### config.mk
export PLATFORM = sky130hd
export DESIGN_NAME = ball_motion
export DESIGN_NICKNAME = d
export VERILOG_FILES = /design/src/rtl/pong_pkg.sv /design/src/rtl/frame_timer.sv /design/src/rtl/ball_motion.sv
export SDC_FILE = /design/constraint.sdc
export NUM_CORES = 1
export LEC_CHECK = 0
export BUFFER_PORTS_ARGS = -buffer_cell sky130_fd_sc_hd__clkbuf_2
export CAP_MARGIN = 30
export CORE_UTILIZATION = 59
export CTS_CLUSTER_SIZE = 30
export DETAILED_ROUTE_END_ITERATION = 16
export PLACE_DENSITY = 0.9
export SYNTH_ARGS = -nofsm -noshare
export SYNTH_HDL_FRONTEND = slang
export SYNTH_SLANG_ARGS = --single-unit
### constraint.sdc
create_clock -name clk -period 4.75 [get_ports clk]
set_clock_uncertainty 0.05 [all_clocks]
set_input_delay 1.1875 -clock clk [delete_from_list [all_inputs] [get_ports clk]]
set_output_delay 1.1875 -clock clk [all_outputs]
set_load 0.02 [all_outputs]
### src/rtl/pong_pkg.sv
// Screen geometry, paddle placement and ball timing shared by the Pong blocks,
// plus the ball FSM state type.
package pong_pkg;

  typedef enum logic [1:0] {
    SERVE = 2'd0,
    PLAY  = 2'd1,
    GOAL  = 2'd2,
    HALT  = 2'd3
  } ball_state_t;

  localparam int H_RES      = 640;
  localparam int V_RES      = 480;
  localparam int BALL_SZ    = 8;
  localparam int PAD_W      = 8;
  localparam int PAD_H      = 64;
  localparam int P1_X       = 16;
  localparam int P2_X       = 616;
  localparam int SPEED      = 2;
  localparam int SERVE_WAIT = 60;
  localparam int WIN_HOLD   = 30;

  localparam int CNT_MAX = (SERVE_WAIT > WIN_HOLD) ? SERVE_WAIT : WIN_HOLD;
  localparam int CNT_W   = $clog2(CNT_MAX + 1);

  localparam logic [9:0] BALL_X0 = 10'((H_RES - BALL_SZ) / 2);
  localparam logic [9:0] BALL_Y0 = 10'((V_RES - BALL_SZ) / 2);
  localparam logic [9:0] BALL_Y_MAX = 10'(V_RES - BALL_SZ);
  localparam logic [9:0] P1_EDGE = 10'(P1_X + PAD_W);
  localparam logic [9:0] P2_EDGE = 10'(P2_X - BALL_SZ);

  // Motion arithmetic runs in 12-bit signed so a step past zero stays negative.
  localparam logic signed [11:0] SPEED_S   = 12'(SPEED);
  localparam logic signed [11:0] X_MAX_S   = 12'(H_RES - BALL_SZ);
  localparam logic signed [11:0] Y_MAX_S   = 12'(V_RES - BALL_SZ);
  localparam logic signed [11:0] P1_EDGE_S = 12'(P1_X + PAD_W);
  localparam logic signed [11:0] P2_EDGE_S = 12'(P2_X - BALL_SZ);

  // True when the ball's rows [ball_y, ball_y+BALL_SZ) meet the paddle's rows.
  function automatic logic pad_overlap(input logic [9:0] ball_y, input logic [9:0] pad_y);
    logic [11:0] by;
    logic [11:0] py;
    by = {2'b00, ball_y};
    py = {2'b00, pad_y};
    return (by < py + 12'(PAD_H)) && (by + 12'(BALL_SZ) > py);
  endfunction

endpackage

### src/rtl/frame_timer.sv
// Saturating frame-tick counter with a terminal-count strobe, used for the
// serve rest and the win-flag hold.
module frame_timer #(
  parameter int W   = 6,
  parameter int MAX = 60
) (
  input  logic         clk,
  input  logic         rst,
  input  logic         clear,
  input  logic         tick,
  input  logic [W-1:0] limit,
  output logic         last
);

  logic [W-1:0] count;

  // last fires on the tick that completes 'limit' ticks since the clear.
  assign last = tick && (count == limit - W'(1));

  always_ff @(posedge clk) begin
    if (rst || clear) begin
      count <= '0;
    end else if (tick && (count != W'(MAX))) begin
      count <= count + W'(1);
    end
  end

endmodule

### src/rtl/ball_motion.sv
// Pong ball: serves from centre, moves once per frame, bounces off walls and
// paddles, raises a held win flag on a goal and freezes when the game is over.
module ball_motion
  import pong_pkg::*;
(
  input  logic       clk,
  input  logic       rst,
  input  logic       frame_tick,
  input  logic       game_over,
  input  logic [9:0] p1_pad_y,
  input  logic [9:0] p2_pad_y,
  output logic [9:0] ball_x,
  output logic [9:0] ball_y,
  output logic       p1_win,
  output logic       p2_win,
  output logic [1:0] dbg_state
);

  ball_state_t state;
  ball_state_t state_d;

  logic dir_x;  // 1 = moving right
  logic dir_y;  // 1 = moving down

  logic             timer_clear;
  logic             timer_last;
  logic [CNT_W-1:0] timer_limit;

  logic signed [11:0] x_s;
  logic signed [11:0] nx;
  logic signed [11:0] ny;
  logic [9:0]         y_next;
  logic               dir_y_next;
  logic               hit_p1;
  logic               hit_p2;
  logic               goal_p1;
  logic               goal_p2;

  assign dbg_state   = state;
  assign timer_clear = (state_d != state);
  assign timer_limit = (state == GOAL) ? CNT_W'(WIN_HOLD) : CNT_W'(SERVE_WAIT);

  frame_timer #(
    .W   (CNT_W),
    .MAX (CNT_MAX)
  ) u_timer (
    .clk   (clk),
    .rst   (rst),
    .clear (timer_clear),
    .tick  (frame_tick),
    .limit (timer_limit),
    .last  (timer_last)
  );

  // Candidate next position and the wall / paddle / goal events it triggers.
  always_comb begin
    x_s        = $signed({2'b00, ball_x});
    nx         = dir_x ? (x_s + SPEED_S) : (x_s - SPEED_S);
    ny         = dir_y ? ($signed({2'b00, ball_y}) + SPEED_S)
                       : ($signed({2'b00, ball_y}) - SPEED_S);
    y_next     = ny[9:0];
    dir_y_next = dir_y;
    if (ny <= 12'sd0) begin
      y_next     = '0;
      dir_y_next = 1'b1;
    end else if (ny >= Y_MAX_S) begin
      y_next     = BALL_Y_MAX;
      dir_y_next = 1'b0;
    end

    hit_p1  = !dir_x && (nx <= P1_EDGE_S) && (x_s >= P1_EDGE_S)
              && pad_overlap(ball_y, p1_pad_y);
    hit_p2  = dir_x && (nx >= P2_EDGE_S) && (x_s <= P2_EDGE_S)
              && pad_overlap(ball_y, p2_pad_y);
    goal_p2 = !hit_p1 && !hit_p2 && (nx <= 12'sd0);
    goal_p1 = !hit_p1 && !hit_p2 && !goal_p2 && (nx >= X_MAX_S);
  end

  always_comb begin
    state_d = state;
    if (game_over) begin
      state_d = HALT;
    end else begin
      case (state)
        SERVE:   if (frame_tick && timer_last) state_d = PLAY;
        PLAY:    if (frame_tick && (goal_p1 || goal_p2)) state_d = GOAL;
        GOAL:    if (frame_tick && timer_last) state_d = SERVE;
        HALT:    state_d = HALT;
        default: state_d = SERVE;
      endcase
    end
  end

  always_ff @(posedge clk) begin
    if (rst) begin
      state <= SERVE;
    end else begin
      state <= state_d;
    end
  end

  always_ff @(posedge clk) begin
    if (rst) begin
      ball_x <= BALL_X0;
      ball_y <= BALL_Y0;
      dir_x  <= 1'b1;
      dir_y  <= 1'b1;
      p1_win <= 1'b0;
      p2_win <= 1'b0;
    end else if (game_over) begin
      ball_x <= BALL_X0;
      ball_y <= BALL_Y0;
      p1_win <= 1'b0;
      p2_win <= 1'b0;
    end else begin
      case (state)
        PLAY: begin
          if (frame_tick) begin
            ball_y <= y_next;
            dir_y  <= dir_y_next;
            if (hit_p1) begin
              ball_x <= P1_EDGE;
              dir_x  <= 1'b1;
            end else if (hit_p2) begin
              ball_x <= P2_EDGE;
              dir_x  <= 1'b0;
            end else if (goal_p2) begin
              p2_win <= 1'b1;
            end else if (goal_p1) begin
              p1_win <= 1'b1;
            end else begin
              ball_x <= nx[9:0];
            end
          end
        end
        GOAL: begin
          // After a right-player goal the next serve heads right, and vice versa.
          if (frame_tick && timer_last) begin
            dir_x  <= p2_win;
            p1_win <= 1'b0;
            p2_win <= 1'b0;
            ball_x <= BALL_X0;
            ball_y <= BALL_Y0;
          end
        end
        default: begin
        end
      endcase
    end
  end

endmodule

==> results of run 1 <==
## flip-flops by register name, indices dropped and copies added, names as in the netlist
| signal | count |
|---|---|
| ball_x | 9 |
| ball_y | 9 |
| dbg_state | 2 |
| dir_x | 1 |
| dir_y | 1 |
| p1_win | 1 |
| p2_win | 1 |
| u_timer.count | 6 |
## kinds of logic after synthesis
kind of cell,count (synthesis),synth area share [%]
AND/OR/NAND/NOR,161,23.82
AO/OA/AOI/OAI,126,25.97
buffers and inverters,67,8.583
adder cells (fa/ha/maj),46,16.45
flip-flops,30,17.17
XOR/XNOR,28,7.010
multiplexers,3,0.8941
other,1,0.1072
## power groups by stage
| stage | combinational, mW | clock (mW) | sequential, mW |
|---|---|---|---|
| final | 0.304 | 0.328 | 0.297 |
| after CTS | 0.299 | 0.330 | 0.297 |
| after global placement | 0.284 | 0 | 0.301 |
| after detailed placement | 0.296 | 0 | 0.302 |
| after global routing | 0.336 | 0.338 | 0.300 |
| after floorplan | 0.233 | 0 | 0.296 |
## per-layer routing
metal	routed length (microns)	vias up	GRT usage [%]	share of wire (%)
met4	154	0	10.18	1.7
met2	4233	157	49.05	48
met1	3917	1644	34.90	44
met3	532	22	3.563	6.0
met5	0	-	0	0
li1	-	1742	-	-
## worst min-delay path, stage by stage, from the launching register on
cell and delay (ns):
dfxtp_1 0.34, xor2_1 0.08, nor2_1 0.07
## worst paths after layout
kind	startpoint	end	slack, ns
max	ball_y[3]	ball_x[1]	0.82
min	u_timer.count[4]	u_timer.count[4]	0.47
max reg2reg	ball_y[3]	ball_x[1]	0.82
min reg2reg	u_timer.count[4]	u_timer.count[4]	0.47
## stage by stage
step / setup slack [ns] / utilization, %
after floorplan: 1.268 / -
after global placement: 0.9171 / 65.66
after detailed placement: 0.7615 / 65.66
after CTS: 0.8699 / 68.21
after global routing: 0.5328 / 68.21
final: 0.8160 / 68.21
## cell type report
| class | instances | share of cell area, % |
|---|---|---|
| inverters | 42 | 4.122 |
| well taps | 72 | 2.355 |
| repair buffers | 46 | 6.084 |
| flip-flops and latches | 30 | 15.70 |
| multi-input cells | 366 | 68.01 |
| clock buffers | 6 | 2.159 |
| clock inverters | 2 | 1.570 |
## Yosys cell counts, types with 6 or more instances
library cell | instances | share of area [%]
clkbuf_1 | 10 | 1.1
or2_2 | 6 | 1.1
nor2_1 | 41 | 4.4
nor3_1 | 21 | 3.0
o21ai_0 | 21 | 3.0
nand4_1 | 11 | 2.0
inv_1 | 42 | 4.5
a21oi_1 | 30 | 4.3
nor4_1 | 6 | 1.1
xnor2_1 | 14 | 3.5
nand2_1 | 35 | 3.8
dfxtp_1 | 30 | 17
xor2_1 | 14 | 3.5
a31oi_1 | 9 | 1.6
ha_1 | 46 | 16
nand3_1 | 15 | 2.1
a211oi_1 | 7 | 1.5
==> flow_summary.toml, run 1 <==
[outcome]
outcome = "finished, final reports clean"

[final_layout]
seqCellArea_sq_um = 600.6
final_cells = 564
area_growth_pct = 9.335
multi_input_area_sq_um = 2601
fillers = 443
layout_commonest_cell = "ha_1"
fin_nets = 561
mostFrequentLayoutCells = "ha_1 (46), clkbuf_2 (45), inv_1 (42), nor2_1 (41), nand2_1 (35)"
drive_above_1_share_pct = 16.46
fin_area_sq_um = 3825
diodes = 0

[clock_network]
clockRootBuffer = "clkbuf_8"
cts_made_buffers = 5
clk_transition_reported_paths_ns = 0.07
cts_hold_buffers = 0
h-tree-depth = 2
post-cts-setup-buffers = 0
clk_latency_ns = 0.29
ctsResizeCount = 0
cts_tree = "done"
cts_max_path_buffers = 2
clock-sinks = 30

[floorplanning]
coreArea_sq_um = 5608
ios = 48
die_width_microns = 79
rows = 27
die-height_microns = 79
die_area_sq_um = 6241
start_util_pct = 62.38

[timing]
fin_crit_sh_pct = 82.82
period_needed_ns = 3.934
drv_slew = 0
tightest_slew_ns = 0.9426
setup_violations = 0
finalSetupTns_ns = 0
slew_headroom_pct = 36.58
rsz0062_at_grt = "no"
clock.fmax_ghz = 0.2542
timing.hold.ws_ns = 0.4702
hold_viol_final = 0

[detailed_routing]
routed_wirelength_microns = 8837
drc_errors = 0
antenna_left = 0
drtIter0Drc = 312
firstDrtPassIters = 6
dr_total_vias = 3565
routedWlPerCell_microns = 15.67
avgViaCountPerCell = 6.321

[critical_path]
critPathBufInv = 0
endpoint_kind = "flip-flop"
slowest_stage = "dfxtp_1"
r2r_cells = 13
cpPeakStageDelay_ns = 0.57
crit_type = "flip-flop to flip-flop"
crit_fanout = 14
cp.required_ns = 4.88
arrival_ns = 4.07
crit_family = "compound AO/OA/AOI/OAI gates"
start_kind = "flip-flop"
path_depth = 13
path_cells = "and3_1, nand3_1, xnor2_1, ha_1, nand2_1, or2_2, o221ai_1, o211ai_1, a311oi_2, o211ai_4, a21oi_4, nor2_1, a22o_2"

[global_route]
antenna_found_initial = 0
grt_pass1_wl_microns = 14200
grt_usage_pct = 28.03
grt_pass1_vias = 3241
grt_max_degree = 20
overflow = 0

[placement]
dp_hpwl_microns = 6627
dp_cells = 556
io_buffers = 45
place_congestion = 0.9458
dpl-instance-area_sq_um = 3682

[synthesis]
ys_ff_latch = 30
postSynthCellCount = 462
yosysSeqAreaShare_pct = 17.17
synth-edff-count = 0
ys_warn_count = 0
synthDistinctLibCells = 76
synth_flop_cell = "dfxtp_1"
synth_async_sr_flop_share_pct = 0
syn_avg_cell_area_sq_um = 7.572
syn-cell-area_sq_um = 3498

[power_and_ir_drop]
p_sw_share_pct = 34.96
power_leakage_nw = 1.663
pwr-share-comb_pct = 32.7
clockPowerShare_pct = 35.3
cellPowerDensity_nw_per_um2 = 243.0
p_int_mw = 0.6046
peakVddDrop_mv = 0.2606
finalPower_mw = 0.9296
p_switching_mw = 0.3249
seqPwrFrac_pct = 32.0

[hold_path]
hold_class = "flip-flop to flip-flop"
holdPathStages = 2

[flow_run]
drv_cap = 0
(Power assumes the default switching activity.)
==> inputs of run 2 (changes only) <==
--- a/config.mk
+++ b/config.mk
@@ -5,12 +5,13 @@
 export SDC_FILE = /design/constraint.sdc
 export NUM_CORES = 1
 export LEC_CHECK = 0
+export ABC_AREA = 1
 export BUFFER_PORTS_ARGS = -buffer_cell sky130_fd_sc_hd__clkbuf_2
 export CAP_MARGIN = 30
-export CORE_UTILIZATION = 59
+export CORE_UTILIZATION = 53
 export CTS_CLUSTER_SIZE = 30
 export DETAILED_ROUTE_END_ITERATION = 16
-export PLACE_DENSITY = 0.9
+export PLACE_DENSITY = 0.86
 export SYNTH_ARGS = -nofsm -noshare
 export SYNTH_HDL_FRONTEND = slang
 export SYNTH_SLANG_ARGS = --single-unit
==> constraint.sdc (replaced) <==
create_clock -name clk -period 3.17 [get_ports clk]
set_clock_uncertainty 0.05 [all_clocks]
set_input_delay 0.7925 -clock clk [delete_from_list [all_inputs] [get_ports clk]]
set_output_delay 0.7925 -clock clk [all_outputs]
set_load 0.02 [all_outputs]
==> run 2 against run 1 <==
  * The flow now finishes with violations (negative setup slack)
  * Wire length is 18% higher
  * First-iteration DRC count is 5.1% lower
  * Non-clock buffer count is 33 higher
  * Sequential cell count stayed put
  * Clock power hardly changed
  * Cell area is 11% higher
  * Combinational power is 64% higher
  * Register-to-register slack worse by 0.84 ns
  * Critical path depth is 12 higher
  * Maximum frequency is 23% higher
  * Critical path type unchanged
  * Critical endpoint is now u_timer.count[1]
==> flow_summary.toml, run 2 <==
[outcome]
outcome = "finished with violations"
violations = "negative setup slack"

[timing]
setup_violations = 1
hold_viol_final = 0
clock.fmax_ghz = 0.3127
layout_setup_ws_ns = -0.02808
rsz0062_at_grt = "yes"
drv_slew = 0
fin_crit_sh_pct = 100.9
timing.hold.ws_ns = 0.4102
period_needed_ns = 3.198

[synthesis]
yosysSeqAreaShare_pct = 17.56
synth_flop_cell = "dfxtp_1"
synth_mux_area_share_pct = 0
yosysMostFrequentCell = "nand2_1"
synth_simple_gate_area_share_pct = 32.20
synth_top_cells_by_count = "nand2_1 (124), inv_1 (91), nor2_1 (48), ha_1 (46), a21oi_1 (42)"
yosys-top-cells-area = "dfxtp_1 (18%), ha_1 (17%), nand2_1 (14%)"
ys_warn_count = 0
postSynthCellCount = 549
yosysTopAreaCell = "dfxtp_1"
syn-cell-area_sq_um = 3420
ys_ff_latch = 30
synth_fa_ha_area_share_pct = 16.83
synth_async_sr_flop_share_pct = 0
syn_avg_cell_area_sq_um = 6.229
synth_top_family_by_area = "simple AND/OR/NAND/NOR gates"
synth_compound_area_share_pct = 16.10
synth.top_cell.area_share_pct = 17.56
synthDistinctLibCells = 36
yosys.area_share.xor_xnor_pct = 5.635
synth-edff-count = 0

[floorplanning]
coreArea_sq_um = 6061
rows = 28
die-height_microns = 82.33
ios = 48
start_util_pct = 56.42
die_width_microns = 82.33
die_area_sq_um = 6777

[detailed_routing]
routedWlPerCell_microns = 14.82
avgViaCountPerCell = 5.795
dr_total_vias = 4074
routed_wirelength_microns = 10420
antenna_left = 0
drc_errors = 0
firstDrtPassIters = 8
drtIter0Drc = 296

[critical_path]
critPathLaunch = "ball_y[3]"
crit_type = "flip-flop to flip-flop"
cpPeakStageDelay_ns = 0.37
endpoint_kind = "flip-flop"
crit_fanout = 6
arrival_ns = 3.37
r2r_cells = 25
r2r-end = "u_timer.count[1]"
start_kind = "flip-flop"
path_depth = 25
slowest_stage = "dfxtp_2"
rrSetupSlack_ns = -0.03
rr_startpoint = "ball_y[3]"
cp.required_ns = 3.34
critPathBufInv = 4
endpoint = "u_timer.count[1]"
crit_family = "simple AND/OR/NAND/NOR gates"
cp_common_cell = "nand2_1"

[clock_network]
clock-sinks = 30
h-tree-depth = 2
clk_latency_ns = 0.29
cts_max_path_buffers = 2
cts_tree = "done"
clockRootBuffer = "clkbuf_8"
cts_made_buffers = 5
clk_transition_reported_paths_ns = 0.07

[final_layout]
area_growth_pct = 24.04
drive_above_1_share_pct = 21.02
fillers = 481
final_cells = 703
top_regs = "ball_x: 9 flops, ball_y: 9 flops, u_timer.count: 6 flops"
diodes = 0
multi_input_area_sq_um = 2613
mostFrequentLayoutCells = "nand2_1 (118), inv_1 (88), clkbuf_2 (45), nor2_1 (41), ha_1 (40)"
layout_commonest_cell = "nand2_1"
fin_nets = 697
seqCellArea_sq_um = 603.1

[global_route]
grt_max_degree = 14
antenna_found_initial = 0
grt_pass1_vias = 3604
grt_usage_pct = 29.52
grtUsageMet3_pct = 2.857
grt.busiest_layer = "met2"
grt_pass1_wl_microns = 15430
grt_util_met2_pct = 53.47
overflow = 0
met1_usage_pct = 36.18

[power_and_ir_drop]
peakVddDrop_mv = 0.3656
cellPowerDensity_nw_per_um2 = 296.5
power_leakage_nw = 2.144

[placement]
dp_cells = 683
io_buffers = 45
dp_hpwl_microns = 7562
place_congestion = 0.9739

[hold_path]
hold_class = "flip-flop to flip-flop"

[flow_run]
drv_cap = 0
-- run 2: power by group --
part | total, mW | switching (mW) | leakage [nW] | internal, mW
registers | 0.432 | 0.0348 | 0.244 | 0.397
logic | 0.499 | 0.313 | 1.85 | 0.186
clock network | 0.327 | 0.152 | 0.0472 | 0.174
total | 1.26 | 0.500 | 2.14 | 0.757
-- run 2: routing by layer --
metal / vias up / routed length [microns] / share of wire (%)
met4: 0 / 365 / 3.5
met2: 207 / 5080 / 49
met1: 1840 / 4220 / 41
met5: - / 0 / 0
li1: 1978 / - / -
met3: 49 / 750 / 7.2
-- run 2: how the worst min path moves through the flow --
stage / to / depth (start not counted) / from
after floorplan: u_timer.count[4] / 2 / u_timer.count[4]
after global placement: p2_win / 2 / p2_win
after detailed placement: p2_win / 2 / p2_win
after CTS: p2_win / 2 / p2_win
after global routing: p2_win / 2 / p2_win
final: p2_win / 2 / p2_win
-- run 2: stage by stage --
step	util [%]	TNS [ns]	setup WS (ns)	total power, mW	cell area (sq um)
CTS	65.75	0	0.03621	1.212	3985
finish	69.98	-0.02808	-0.02808	1.258	4242
detailed placement	63.67	-0.2818	-0.08686	0.8811	3859
global route	69.98	-1.202	-0.1921	1.337	4242
global placement	63.67	0	0.03867	0.8656	3859
floorplan	-	0	0.004739	0.7441	3425
-- run 2: worst reg2reg max path, stage by stage, from the launching register on --
cell,delay (ns)
dfxtp_2,0.37
buf_6,0.13
clkinvlp_4,0.12
nor2_4,0.11
nand2_1,0.09
o21ai_1,0.13
inv_1,0.10
ha_1,0.28
nand2_1,0.05
inv_1,0.07
nand2_1,0.07
nor3_1,0.24
nor2_1,0.10
nor3_2,0.18
nand3_2,0.13
nand3_2,0.11
nand2_1,0.05
nand2_1,0.08
nand2_1,0.06
nand2_1,0.07
nand2_2,0.08
nand3_2,0.08
nand2_2,0.07
nor2_4,0.13
nand2_4,0.09
nor2_1,0.11
-- run 2: area by class of cell --
type	instances	share of cell area, %
Clock buffer	6	1.947
Tap cell	75	2.212
Multi-Input combinational cell	419	61.59
Timing Repair Buffer	79	11.50
Clock inverter	2	0.2950
Inverter	92	8.230
Sequential cell	30	14.22
-- run 2: cells by family (layout without fill, tap and decap cells) --
kind of cell / after synthesis / count (layout)
compound gates: 96 / 96
xor+xnor: 22 / 22
fa+ha+maj: 46 / 46
buf+inv: 101 / 179
flops: 30 / 30
other cells: 1 / 2
simple gates: 253 / 253
-- run 2: timing repair --
item	CTS	global route
gates resized for setup	4	43
buffers inserted	1	11
hold buffers	0	0
gates cloned	0	0
endpoints found under the setup margin	9	20
pin swaps	3	14
==> inputs of run 3 (changes only) <==
--- a/config.mk
+++ b/config.mk
@@ -12,6 +12,7 @@
 export CTS_CLUSTER_SIZE = 30
 export DETAILED_ROUTE_END_ITERATION = 16
 export PLACE_DENSITY = 0.86
+export RECOVER_POWER = 50
 export SYNTH_ARGS = -nofsm -noshare
 export SYNTH_HDL_FRONTEND = slang
 export SYNTH_SLANG_ARGS = --single-unit
==> run 3 against run 2 <==
  * The flow still finishes with violations (negative setup slack)
  * Global-route usage did not move
  * Via count decreased by 0.15%
  * Setup slack gained 0.022 ns
  * Critical endpoint unchanged
  * Worst hold slack worse by 0.0015 ns
  * Combinational power is essentially flat
  * Count of clock-buffer cells in the layout stayed put
  * Critical path type unchanged
  * Maximum frequency up 0.69%
  * Largest power group unchanged
  * Power about the same
  * First-iteration DRC count rose by 6.1%
==> flow_summary.toml, run 3 (same netlist as run 2, synthesis figures left out) <==
[floorplanning]
start_util_pct = 56.42
die_width_microns = 82.33
coreArea_sq_um = 6061
ios = 48
rows = 28
die-height_microns = 82.33
die_area_sq_um = 6777

[timing]
hold_viol_final = 0
layout_setup_ws_ns = -0.006013
clock.fmax_ghz = 0.3149
finalSetupTns_ns = -0.006013
period_needed_ns = 3.176
timing.hold.ws_ns = 0.4087
drv_slew = 0
setup_violations = 1
fin_crit_sh_pct = 100.2
rsz0062_at_grt = "yes"

[final_layout]
top_regs = "ball_x: 9 flops, ball_y: 9 flops, u_timer.count: 6 flops"
mostFrequentLayoutCells = "nand2_1 (118), inv_1 (88), nor2_1 (41), clkbuf_2 (41), ha_1 (40)"
layout_commonest_cell = "nand2_1"
multi_input_area_sq_um = 2613
fin_nets = 697
area_growth_pct = 23.89
fillers = 484
drive_above_1_share_pct = 20.38
seqCellArea_sq_um = 603.1
diodes = 0

[power_and_ir_drop]
cellPowerDensity_nw_per_um2 = 296.8
seqPwrFrac_pct = 34.3
p_switching_mw = 0.5008
p_int_mw = 0.7566
p_sw_share_pct = 39.83
peakVddDrop_mv = 0.3655
clockPowerShare_pct = 26.0
pwr-share-comb_pct = 39.6
power_leakage_nw = 2.131

[global_route]
overflow = 0
grt_pass1_wl_microns = 15430
antenna_found_initial = 0
grt_max_degree = 14
grt_usage_pct = 29.52
grt_pass1_vias = 3604

[critical_path]
endpoint = "u_timer.count[1]"
endpoint_kind = "flip-flop"
crit_type = "flip-flop to flip-flop"
r2r_cells = 25
r2r-end = "u_timer.count[1]"
cp.required_ns = 3.34
crit_fanout = 6
crit_family = "simple AND/OR/NAND/NOR gates"
cp_common_cell = "nand2_1"
path_depth = 25
critPathBufInv = 4
slowest_stage = "dfxtp_2"
rrSetupSlack_ns = -0.006
start_kind = "flip-flop"
arrival_ns = 3.35
cpPeakStageDelay_ns = 0.37
rr_startpoint = "ball_y[3]"
critPathLaunch = "ball_y[3]"

[hold_path]
hold_class = "flip-flop to flip-flop"

[detailed_routing]
drc_errors = 0
routed_wirelength_microns = 10410
routedWlPerCell_microns = 14.80
dr_total_vias = 4068
drtIter0Drc = 314
firstDrtPassIters = 4
avgViaCountPerCell = 5.787
antenna_left = 0

[clock_network]
clk_latency_ns = 0.29
cts_max_path_buffers = 2
cts_hold_buffers = 0
cts_tree = "done"
clk_transition_reported_paths_ns = 0.07
cts_made_buffers = 5
h-tree-depth = 2
clock-sinks = 30
clockRootBuffer = "clkbuf_8"

[placement]
place_congestion = 0.9739
dp_hpwl_microns = 7562
io_buffers = 45

[flow_run]
drv_cap = 0

[outcome]
violations = "negative setup slack"
outcome = "finished with violations"
-- run 3: cell counts in the layout (fill, tap and decap cells not counted) --
Identical to the previous run, type by type.
-- run 3: worst reg2reg max path: stages, from the launching register on --
cell and delay, ns:
dfxtp_2 0.37, buf_6 0.13, clkinvlp_4 0.12, nor2_4 0.11, nand2_1 0.09, o21ai_1 0.13
inv_1 0.10, ha_1 0.28, nand2_1 0.05, inv_1 0.07, nand2_1 0.07, nor3_1 0.23
nor2_1 0.09, nor3_2 0.18, nand3_2 0.12, nand3_2 0.11, nand2_1 0.05, nand2_1 0.08
nand2_1 0.06, nand2_1 0.07, nand2_2 0.08, nand3_2 0.08, nand2_2 0.07, nor2_4 0.13
nand2_4 0.09, nor2_1 0.11
-- run 3: cell type report --
type	instances	share of cell area, %
tap	75	2.215
timing repair buffer	79	11.40
sequential	30	14.24
multi-input combinational	419	61.67
clock buffer	6	1.949
clock inverter	2	0.2953
inverter	92	8.240
-- run 3: timing repair --
action	4_1_cts	5_1_grt
pin swaps	3	14
gates resized for setup	4	43
setup buffers	1	11
setup endpoints to repair	9	20
-- run 3: worst min path at each step --
stage	from	endpoint	slack (ns)	cells past startpoint
after floorplan	u_timer.count[4]	u_timer.count[4]	0.44	2
after global placement	p2_win	p2_win	0.40	2
after detailed placement	p2_win	p2_win	0.40	2
after CTS	p2_win	p2_win	0.42	2
after global routing	p2_win	p2_win	0.44	2
final	p2_win	p2_win	0.41	2
-- run 3: per-layer routing --
metal | global-route usage, % | wire (microns) | up-vias
li1 | - | - | 1972
met1 | 36.18 | 4167 | 1841
met2 | 53.47 | 5171 | 212
met3 | 2.857 | 743 | 43
met4 | 9.825 | 323 | 0
met5 | 0 | 0 | -
-- run 3: power by group through the flow --
stage	logic, mW	clock network [mW]	registers (mW)
floorplan	0.291	0	0.453
global placement	0.429	0	0.436
detailed placement	0.444	0	0.437
CTS	0.451	0.332	0.429
global route	0.557	0.344	0.435
finish	0.499	0.327	0.432
-- run 3: through the flow --
stage          utilization, %  area (sq um)  cells  total power, mW  worst slack [ns]
2_1_floorplan               -          3425    550           0.7441          0.004739
3_3_place_gp            63.67          3859    683           0.8656           0.03867
3_5_place_dp            63.67          3859    683           0.8811          -0.08686
4_1_cts                 65.75          3985    692            1.212           0.03621
5_1_grt                 69.90          4237    703            1.336           -0.1921
6_report                69.90          4237    703            1.257         -0.006013
